--- config.mk ---
export PLATFORM = sky130hd
export DESIGN_NAME = key_schedule_generator
export DESIGN_NICKNAME = d
export VERILOG_FILES = /design/src/rtl/key_schedule_generator_pkg.sv /design/src/rtl/key_schedule_generator_sub_word.sv /design/src/rtl/key_schedule_generator.sv
export SDC_FILE = /design/constraint.sdc
export NUM_CORES = 2
export LEC_CHECK = 0
export CORE_ASPECT_RATIO = 1.75
export CORE_MARGIN = 10
export CORE_UTILIZATION = 47
export DETAILED_ROUTE_END_ITERATION = 8
export HOLD_SLACK_MARGIN = 0.05
export PLACE_DENSITY = 0.6
export SLEW_MARGIN = 20
export SYNTH_ARGS = -nofsm -noshare
export SYNTH_HDL_FRONTEND = slang
export SYNTH_SLANG_ARGS = --single-unit
--- constraint.sdc ---
create_clock -name clock -period 20.5 [get_ports clock]
set_input_delay 2.05 -clock clock [delete_from_list [all_inputs] [get_ports clock]]
set_output_delay 2.05 -clock clock [all_outputs]
set_load 0.02 [all_outputs]
--- src/rtl/key_schedule_generator_pkg.sv ---
// Shared AES-128 definitions for the key schedule generator.
//   roundKey_t  : 128-bit round key, word 0 in bits 127:96
//   NUM_ROUNDS  : number of AES-128 rounds (10)
//   ksg_state_t : key schedule FSM states
//   SBOX / sbox : forward AES S-box table and lookup helper
//   rcon        : round constant byte for rounds 1..10
package key_schedule_generator_pkg;

    typedef logic [127:0] roundKey_t;

    localparam logic [3:0] NUM_ROUNDS = 4'd10;

    typedef enum logic [1:0] {
        IDLE,
        FWD_EMIT,
        INV_EXPAND,
        INV_REPLAY
    } ksg_state_t;

    // Ascending packed range: the leftmost byte is entry 0.
    localparam logic [0:255][7:0] SBOX = {
        128'h637c777bf26b6fc53001672bfed7ab76,
        128'hca82c97dfa5947f0add4a2af9ca472c0,
        128'hb7fd9326363ff7cc34a5e5f171d83115,
        128'h04c723c31896059a071280e2eb27b275,
        128'h09832c1a1b6e5aa0523bd6b329e32f84,
        128'h53d100ed20fcb15b6acbbe394a4c58cf,
        128'hd0efaafb434d338545f9027f503c9fa8,
        128'h51a3408f929d38f5bcb6da2110fff3d2,
        128'hcd0c13ec5f974417c4a77e3d645d1973,
        128'h60814fdc222a908846eeb814de5e0bdb,
        128'he0323a0a4906245cc2d3ac629195e479,
        128'he7c8376d8dd54ea96c56f4ea657aae08,
        128'hba78252e1ca6b4c6e8dd741f4bbd8b8a,
        128'h703eb5664803f60e613557b986c11d9e,
        128'he1f8981169d98e949b1e87e9ce5528df,
        128'h8ca1890dbfe6426841992d0fb054bb16
    };

    function automatic logic [7:0] sbox(input logic [7:0] b);
        return SBOX[b];
    endfunction

    // Rounds outside 1..10 return 0; the generator never consumes them.
    function automatic logic [7:0] rcon(input logic [3:0] round);
        case (round)
            4'd1:    return 8'h01;
            4'd2:    return 8'h02;
            4'd3:    return 8'h04;
            4'd4:    return 8'h08;
            4'd5:    return 8'h10;
            4'd6:    return 8'h20;
            4'd7:    return 8'h40;
            4'd8:    return 8'h80;
            4'd9:    return 8'h1b;
            4'd10:   return 8'h36;
            default: return 8'h00;
        endcase
    endfunction

endpackage

--- src/rtl/key_schedule_generator_sub_word.sv ---
// sub_word: AES SubWord, four parallel S-box lookups, purely combinational.
//   i_word : 32-bit input word
//   o_word : each byte of i_word substituted through the S-box
module sub_word
    import key_schedule_generator_pkg::*;
(
    input  logic [31:0] i_word,
    output logic [31:0] o_word
);

    assign o_word = {sbox(i_word[31:24]), sbox(i_word[23:16]),
                     sbox(i_word[15:8]),  sbox(i_word[7:0])};

endmodule

--- src/rtl/key_schedule_generator.sv ---
// key_schedule_generator: AES-128 round key sequencer.
// Emits round keys 0..10 (forward) or 10..0 (inverse) one per cycle.
//   clock     : system clock, rising edge
//   reset     : synchronous active-high reset
//   start     : request a schedule (sampled in IDLE only)
//   inverse   : 0 = forward order, 1 = inverse order (sampled with start)
//   cipherKey : AES-128 cipher key (sampled with start)
//   roundKey  : current round key, registered
//   keyIndex  : round number of roundKey
//   keyValid  : roundKey/keyIndex valid this cycle
//   busy      : FSM not in IDLE
//   done      : one-cycle pulse after the last valid key
module key_schedule_generator
    import key_schedule_generator_pkg::*;
(
    input  logic       clock,
    input  logic       reset,
    input  logic       start,
    input  logic       inverse,
    input  roundKey_t  cipherKey,
    output roundKey_t  roundKey,
    output logic [3:0] keyIndex,
    output logic       keyValid,
    output logic       busy,
    output logic       done
);

    ksg_state_t r_state;
    ksg_state_t w_state_nxt;
    logic [3:0] r_cnt;
    logic [3:0] w_cnt_nxt;
    roundKey_t  r_key;
    roundKey_t  w_key_nxt;
    roundKey_t  r_roundKey;
    roundKey_t  w_roundKey_nxt;
    logic [3:0] r_keyIndex;
    logic [3:0] w_keyIndex_nxt;
    logic       r_keyValid;
    logic       w_keyValid_nxt;
    logic       r_done;
    logic       w_done_nxt;

    roundKey_t  r_buf [0:NUM_ROUNDS];
    logic       w_buf_we;
    logic [3:0] w_buf_addr;
    roundKey_t  w_buf_data;

    logic [31:0] w_rot;
    logic [31:0] w_sub;
    logic [31:0] w_n0;
    logic [31:0] w_n1;
    logic [31:0] w_n2;
    logic [31:0] w_n3;
    roundKey_t   w_expanded;

    // One expansion round from the working key; r_cnt is the round just held.
    assign w_rot = {r_key[23:0], r_key[31:24]};

    sub_word u_sub_word (
        .i_word (w_rot),
        .o_word (w_sub)
    );

    assign w_n0       = r_key[127:96] ^ w_sub ^ {rcon(r_cnt + 4'd1), 24'h000000};
    assign w_n1       = r_key[95:64]  ^ w_n0;
    assign w_n2       = r_key[63:32]  ^ w_n1;
    assign w_n3       = r_key[31:0]   ^ w_n2;
    assign w_expanded = {w_n0, w_n1, w_n2, w_n3};

    // Outputs are registered, so each branch loads what the next cycle shows.
    always_comb begin
        w_state_nxt    = r_state;
        w_cnt_nxt      = r_cnt;
        w_key_nxt      = r_key;
        w_roundKey_nxt = r_roundKey;
        w_keyIndex_nxt = r_keyIndex;
        w_keyValid_nxt = 1'b0;
        w_done_nxt     = 1'b0;
        w_buf_we       = 1'b0;
        w_buf_addr     = r_cnt + 4'd1;
        w_buf_data     = w_expanded;

        case (r_state)
            IDLE: begin
                if (start) begin
                    w_key_nxt  = cipherKey;
                    w_cnt_nxt  = 4'd0;
                    w_buf_we   = 1'b1;
                    w_buf_addr = 4'd0;
                    w_buf_data = cipherKey;
                    if (!inverse) begin
                        w_state_nxt    = FWD_EMIT;
                        w_roundKey_nxt = cipherKey;
                        w_keyIndex_nxt = 4'd0;
                        w_keyValid_nxt = 1'b1;
                    end else begin
                        w_state_nxt = INV_EXPAND;
                    end
                end
            end

            FWD_EMIT: begin
                if (r_cnt == NUM_ROUNDS) begin
                    w_state_nxt = IDLE;
                    w_done_nxt  = 1'b1;
                end else begin
                    w_key_nxt      = w_expanded;
                    w_buf_we       = 1'b1;
                    w_cnt_nxt      = r_cnt + 4'd1;
                    w_roundKey_nxt = w_expanded;
                    w_keyIndex_nxt = r_cnt + 4'd1;
                    w_keyValid_nxt = 1'b1;
                end
            end

            INV_EXPAND: begin
                w_key_nxt = w_expanded;
                w_buf_we  = 1'b1;
                w_cnt_nxt = r_cnt + 4'd1;
                // Last key goes straight to the output; replay reads the buffer from 9 down.
                if (r_cnt == NUM_ROUNDS - 4'd1) begin
                    w_state_nxt    = INV_REPLAY;
                    w_roundKey_nxt = w_expanded;
                    w_keyIndex_nxt = NUM_ROUNDS;
                    w_keyValid_nxt = 1'b1;
                end
            end

            INV_REPLAY: begin
                if (r_cnt == 4'd0) begin
                    w_state_nxt = IDLE;
                    w_done_nxt  = 1'b1;
                end else begin
                    w_cnt_nxt      = r_cnt - 4'd1;
                    w_roundKey_nxt = r_buf[r_cnt - 4'd1];
                    w_keyIndex_nxt = r_cnt - 4'd1;
                    w_keyValid_nxt = 1'b1;
                end
            end

            default: w_state_nxt = IDLE;
        endcase
    end

    always_ff @(posedge clock) begin
        if (reset) begin
            r_state    <= IDLE;
            r_cnt      <= 4'd0;
            r_roundKey <= '0;
            r_keyIndex <= 4'd0;
            r_keyValid <= 1'b0;
            r_done     <= 1'b0;
        end else begin
            r_state    <= w_state_nxt;
            r_cnt      <= w_cnt_nxt;
            r_roundKey <= w_roundKey_nxt;
            r_keyIndex <= w_keyIndex_nxt;
            r_keyValid <= w_keyValid_nxt;
            r_done     <= w_done_nxt;
        end
    end

    // Key datapath carries no reset; contents are irrelevant outside a schedule.
    always_ff @(posedge clock) begin
        r_key <= w_key_nxt;
        if (w_buf_we) begin
            r_buf[w_buf_addr] <= w_buf_data;
        end
    end

    assign roundKey = r_roundKey;
    assign keyIndex = r_keyIndex;
    assign keyValid = r_keyValid;
    assign done     = r_done;
    assign busy     = (r_state != IDLE);

endmodule

Yosys cells after proc, flatten, opt, wreduce, memory -nomap -nowiden
Memories as Yosys holds them, arrays and structs flattened. Cells that the tools add are included.

ROM bits: 8320. Bits in registers: 268. Bits in writable memories: 1408. Memories: 6.

Memories: (no name shown) (words 256, bits a word 8, read ports 1, clocked after memory_dff 0, wr ports 0, RTL line key_schedule_generator_pkg.sv:41) `return SBOX[b];`; (no name shown) (words 256, bits a word 8, read ports 1, clocked after memory_dff 0, wr ports 0, RTL line key_schedule_generator_pkg.sv:41); (no name shown) (words 256, bits a word 8, read ports 1, clocked after memory_dff 0, wr ports 0, RTL line key_schedule_generator_pkg.sv:41); (no name shown) (words 256, bits a word 8, read ports 1, clocked after memory_dff 0, wr ports 0, RTL line key_schedule_generator_pkg.sv:41); r_buf (words 11, bits a word 128, read ports 1, clocked after memory_dff 0, wr ports 1, RTL line key_schedule_generator.sv:43) `roundKey_t r_buf [0:NUM_ROUNDS];`; (no name shown) (words 16, bits a word 8, read ports 1, clocked after memory_dff 0, wr ports 0, RTL line key_schedule_generator_pkg.sv:46) `case (round)`.

Bitwise logic cells: 9. Equal/unequal tests: 12. Magnitude comparators: 4. Add/sub/neg operators: 2. Mux-type cells: 47. Reductions and logical operators: 8.

Operators with widths (count): 128-bit 2-to-1 mux (8); 128-bit case mux with 4 select lines (1); 128-bit case mux with 3 select lines (1); 32-bit XOR (5); 8-bit 2-to-1 mux (8); 9-bit >= comparator (second input constant) (4); 8-bit NOT with 9-bit output (4); 4-bit 2-to-1 mux (8); 4-bit case mux with 4 select lines (2); 2-bit inequality test (second input constant) (7); 1-bit 2-to-1 mux (10); 2-bit 2-to-1 mux (5); 4-bit equality test (second input constant) (2); 2-bit case mux with 4 select lines (1); 3-bit AND reduction (2); 5-bit AND reduction (1); 4-bit by 1-bit adder with 4-bit output (second input constant) (1); 2-bit equality test (second input constant) (2); 4-bit zero test (1); 1-bit case mux with 4 select lines (1); 4-bit AND reduction (1); 4-bit by 1-bit subtractor with 4-bit output (second input constant) (1); 1-bit case mux with 3 select lines (1); 3-bit nonzero test (1); other kinds (4) (4).

Longest topological paths before layout
Word-level depth: 11. Depth in mapped cells: 19. Mapped depth without buffers: 12.

Modules after synthesis
Synthesis repeated with hierarchy kept, for this count alone.

Cells, all modules: 6674. Area total of the unflattened synthesis: 82494.1 um2.

By module, submodules not included: key_schedule_generator (cells an instance 4489, area an instance 68724.7 um2, times used 1, sequential area each 48926.9 um2); sub_word (cells an instance 2185, area an instance 13769.5 um2, times used 1, sequential area each 0.0 um2).

Worst setup path after synthesis
Ideal clock, no wire load.

Kind: register to register. Start point: register r_cnt[0]. End point: memory r_buf[4][0] (netlist name), enable pin. Arrival time: 15.868 ns. Slack: 3.704 ns. Stages on the path, launching flop included: 15. Setup time: 0.928 ns. Path through: dfxtp_1 > clkbuf_1 > buf_2 > buf_2 > buf_2 > clkbuf_1 > buf_1 > inv_1 > ha_1 > clkbuf_1 > clkbuf_1 > clkbuf_1 > clkbuf_1 > buf_1 > nor4_1.

Word-level cells in the longest chain between the ends: 5.

RTL lines: from (decl) (RTL line key_schedule_generator.sv:30) `logic [3:0] r_cnt;`; from (signal assigned) (RTL line key_schedule_generator.sv:155) `r_cnt <= w_cnt_nxt;`; 4-bit equality test (RTL line key_schedule_generator.sv:103) `if (r_cnt == NUM_ROUNDS) begin`; 1-bit 2-to-1 mux (RTL line key_schedule_generator.sv:103); 1-bit case mux with 3 select lines (RTL line key_schedule_generator.sv:83) `case (r_state)`; 1-bit 2-to-1 mux (RTL line key_schedule_generator.sv:166) `if (w_buf_we) begin`; 1-bit 2-to-1 mux (implied by the code) (RTL line key_schedule_generator.sv:167) `r_buf[w_buf_addr] <= w_buf_data;`; to (decl) (RTL line key_schedule_generator.sv:43).

Several ways; a longest one is shown, not always the timed one.

Final worst setup path
Start point: register r_key[9]. End point: memory r_buf[2][16] (netlist name), data pin.

Word-level cells in the longest chain between the ends: 11.

RTL lines: from (decl) (RTL line key_schedule_generator.sv:32) `roundKey_t r_key;`; from (signal assigned) (RTL line key_schedule_generator.sv:165) `r_key <= w_key_nxt;`; 8-bit NOT with 9-bit output (implied by the code) (*) (RTL line key_schedule_generator_pkg.sv:41); memory 256 x 8 bit (*); 8-bit 2-to-1 mux (implied by the code) (*) (2 in series) (RTL line key_schedule_generator_pkg.sv:41); 32-bit XOR (*) (2 in series) (RTL line key_schedule_generator.sv:64) `assign w_n0 = r_key[127:96] ^ w_sub ^ {rcon(r_cnt + 4'd1), 24'h000000};`; 32-bit XOR (*) (RTL line key_schedule_generator.sv:65) `assign w_n1 = r_key[95:64] ^ w_n0;`; 32-bit XOR (*) (RTL line key_schedule_generator.sv:66) `assign w_n2 = r_key[63:32] ^ w_n1;`; 32-bit XOR (*) (RTL line key_schedule_generator.sv:67) `assign w_n3 = r_key[31:0] ^ w_n2;`; 128-bit 2-to-1 mux (RTL line key_schedule_generator.sv:85) `if (start) begin`; 128-bit 2-to-1 mux (*) (RTL line key_schedule_generator.sv:83); via w_buf_data[16] (RTL line key_schedule_generator.sv:46) `roundKey_t w_buf_data;`.

The timed path passes the listed nets; every way through them passes the cells marked *. The select of a mux whose other input is x is not followed.

==> out/qor.csv <==
stage,metric,value,unit
run_status,status,completed,
setup_path,Crit. Startpoint,r_key[9],
sta,Hold WS,451.5,ps
routing,Vias per Instance,6.752,
synth,"Avg Cell Area, Syn",12.64,µm²
global_route,initial antenna violation count,18,
setup_path,Setup crit start kind,flip-flop,
global_route,largest net degree at the start of global routing,131,
synth,Synth Warn #,0,
synth,Synth cell types,102,
clock_network,PostCTS Resize Cnt,0,
setup_path,CP required,20960,ps
min_path,HP Class,reg2reg,
floorplanning,Die W,336.5,µm
setup_path,reg2reg end,r_buf[2][16],
clock_network,later-pin clock latency in the skew report,850,ps
finish,area growth from synthesis to layout,12.34,%
place,number of instances in the placed design,8661,
clock_network,Root Buffer,clkbuf_16,
synth,fraction of registers with async set/reset,0,%
sta,Setup TNS,0,ps
setup_path,CP arrival,6680,ps
sta,Worst Max-Slew Pin Slew,1222,ps
setup_path,Crit Path Max Fanout,31,
place,DPL Wire Length,210.1,mm
sta,period utilization,30.34,%
synth,Post-synth EDFFs,1536,
sta,Pins Over Slew Limit,0,
finish,"non-filler cells, final",8948,
synth,Syn Inst Count,6516,
sta,Setup Skew,69.49,ps
clock_network,CTS sink count,1676,
setup_path,crit path kind,reg2reg,
clock_network,CTS tree,built,
synth,#FFs+latches synth,1676,
place,GP Congestion,1.001,
run,maxcap violations,0,
routing,via count,60420,
clock_network,H-tree depth,4,
floorplanning,Die Area,193100,µm²
floorplanning,Row Count,203,
global_route,GRT overflow,0,
routing,First-pass DRT Iterations,6,
clock_network,# Post-CTS Setup Buffers,0,
synth,top_reg_cell synth,edfxtp_1,
setup_path,R2R depth,13,
sta,fin crit period,6219,ps
sta,RSZ-0062 raised after global routing,no,
sta,final setup vio count,0,
finish,fin area,92540,µm²
routing,DRC,0,
global_route,first-pass GRT wire length,446.7,mm
clock_network,CTS Hold Buffers Added,0,
place,PortBufs,266,
routing,Final ANT Viol Nets,0,
clock_network,Clock Tree Buf Depth,4,
setup_path,CP endpoint kind,flip-flop,
setup_path,RR Startpoint,r_key[9],
setup_path,CP endpoint,r_buf[2][16],
routing,routed len/inst,35.72,µm
clock_network,"Reg clk slew, reported paths",60,ps
clock_network,cts bufs inserted,158,
sta,max_slew headroom,17.52,%
floorplanning,I/O pin count,267,
synth,Mapped Nets,6720,
synth,Post-Syn Area,82370,µm²
place,DP Area,87290,µm²
sta,Achievable Freq,160.8,MHz
finish,Filler cells,14700,
routing,Initial DRC Count,8101,
floorplanning,die height,573.8,µm
floorplanning,Starting Density,47.21,%
synth,sequential area share after synthesis,59.40,%
floorplanning,total core area,174500,µm²
sta,"Hold Vio Cnt, Final",0,
finish,fin nets,6771,
global_route,number of global-route vias before repair,58470,
finish,layout cells sized above 1,13.37,%
routing,Detailed Route WL,319.7,mm
setup_path,flop2flop setup slack,14280,ps
global_route,All-Layer GR Usage,32.22,%
==> critical path, stage by stage, from the launching register on <==
cell and delay [ps]:
edfxtp_1 320, buf_4 360, inv_1 330, ha_1 550, nand2b_1 490, o2111ai_1 350
o311ai_1 280, a22oi_1 210, o221ai_1 140, o21ai_1 530, xor2_1 330, xnor2_1 950
xnor2_1 260, o21ai_0 790
==> layer usage <==
layer  vias to the layer above  GRT usage (%)  routed length (µm)
li1                      25140              -                   -
met1                     30660          39.48              114700
met2                      3734          52.91              153500
met3                       865          6.192               29280
met4                        20          18.58               22070
met5                         -              0                 131
==> sequential cells by signal (all words and copies together) (netlist names) <==
signal / cells
r_state: 2
r_buf: 1408
roundKey: 128
keyValid: 1
r_cnt: 4
r_key: 128
keyIndex: 4
done: 1
==> kinds of logic (layout without fill, tap and decap cells) <==
group                    count (synthesis)  in the layout  synth area share [%]
flip-flops                            1676           1676                 59.40
buffers and inverters                  658            829                 3.322
XOR/XNOR                               188            188                 2.254
adder cells (fa/ha/maj)                 73             73                 1.106
AO/OA/AOI/OAI                         1661           1661                 12.99
other                                    0              6                     0
AND/OR/NAND/NOR                       1722           1722                 9.422
multiplexers                           538            538                 11.51
==> worst min-delay path by stage <==
stage	startpoint	endpoint	cells after the start
2_1_floorplan	r_state[1]	r_state[1]	2
3_3_place_gp	roundKey[42]	roundKey[42]	2
3_5_place_dp	roundKey[80]	roundKey[80]	2
4_1_cts	roundKey[80]	roundKey[80]	2
5_1_grt	roundKey[80]	roundKey[80]	2
6_report	roundKey[80]	roundKey[80]	2
==> cell type report <==
cell class | instances | area, µm² | share of cell area [%]
multi-input cells | 4182 | 31010 | 33.52
well taps | 2255 | 2821 | 3.049
inverters | 104 | 394.1 | 0.4259
diodes | 6 | 15.01 | 0.01623
clock buffers | 207 | 4468 | 4.828
flip-flops and latches | 1676 | 48930 | 52.88
repair buffers | 445 | 4169 | 4.505
clock inverters | 73 | 723.2 | 0.7815
==> layout by cell type, fill, tap and decap left out, types with 25 or more instances in the layout <==
cell type	count
o311ai_0	35
and2_1	31
o22ai_1	26
nor3_1	151
a31oi_1	80
o21ai_0	324
mux2i_1	185
o31ai_1	43
a2111oi_0	36
a211oi_1	108
xnor2_1	104
nand2b_1	108
nor2b_1	77
or2_2	27
a221oi_1	41
clkbuf_1	25
buf_4	167
clkbuf_16	166
o21ai_1	47
ha_1	68
nand2_1	597
edfxtp_1	1536
xor2_1	56
o211ai_1	69
mux4_2	322
inv_1	85
a311oi_1	46
nand3_1	82
mux2_2	26
clkdlybuf4s50_1	265
dfxtp_1	139
a21oi_1	510
o221ai_1	32
nor2_1	515
==> Yosys cell counts, types with 32 or more instances <==
library cell,number,area share (%)
a2111oi_0,39,0.41
a211oi_1,108,0.98
a21oi_1,515,3.1
a221oi_1,41,0.44
a311oi_1,46,0.49
a31oi_1,81,0.62
and2_1,32,0.24
buf_1,85,0.39
buf_2,108,0.66
clkbuf_1,337,1.5
dfxtp_1,140,3.4
edfxtp_1,1536,56
ha_1,72,1.1
inv_1,89,0.41
mux2i_1,185,2.2
mux4_2,322,8.8
nand2_1,599,2.7
nand2b_1,109,0.83
nand3_1,83,0.50
nor2_1,526,2.4
nor2b_1,77,0.58
nor3_1,151,0.92
o211ai_1,69,0.63
o21ai_0,351,2.1
o221ai_1,32,0.34
o311ai_0,35,0.37
o31ai_1,43,0.39
xnor2_1,109,1.2
xor2_1,57,0.61
==> stage by stage <==
stage          utilization (%)  setup WS, ps
2_1_floorplan                -          3704
3_3_place_gp             49.98         13820
3_5_place_dp             50.03         13930
4_1_cts                  53.00         14450
5_1_grt                  53.03         14020
6_report                 53.03         14280
Power is not shown: default switching activity piles up to over one toggle a cycle in this logic, so the estimate is an artifact.
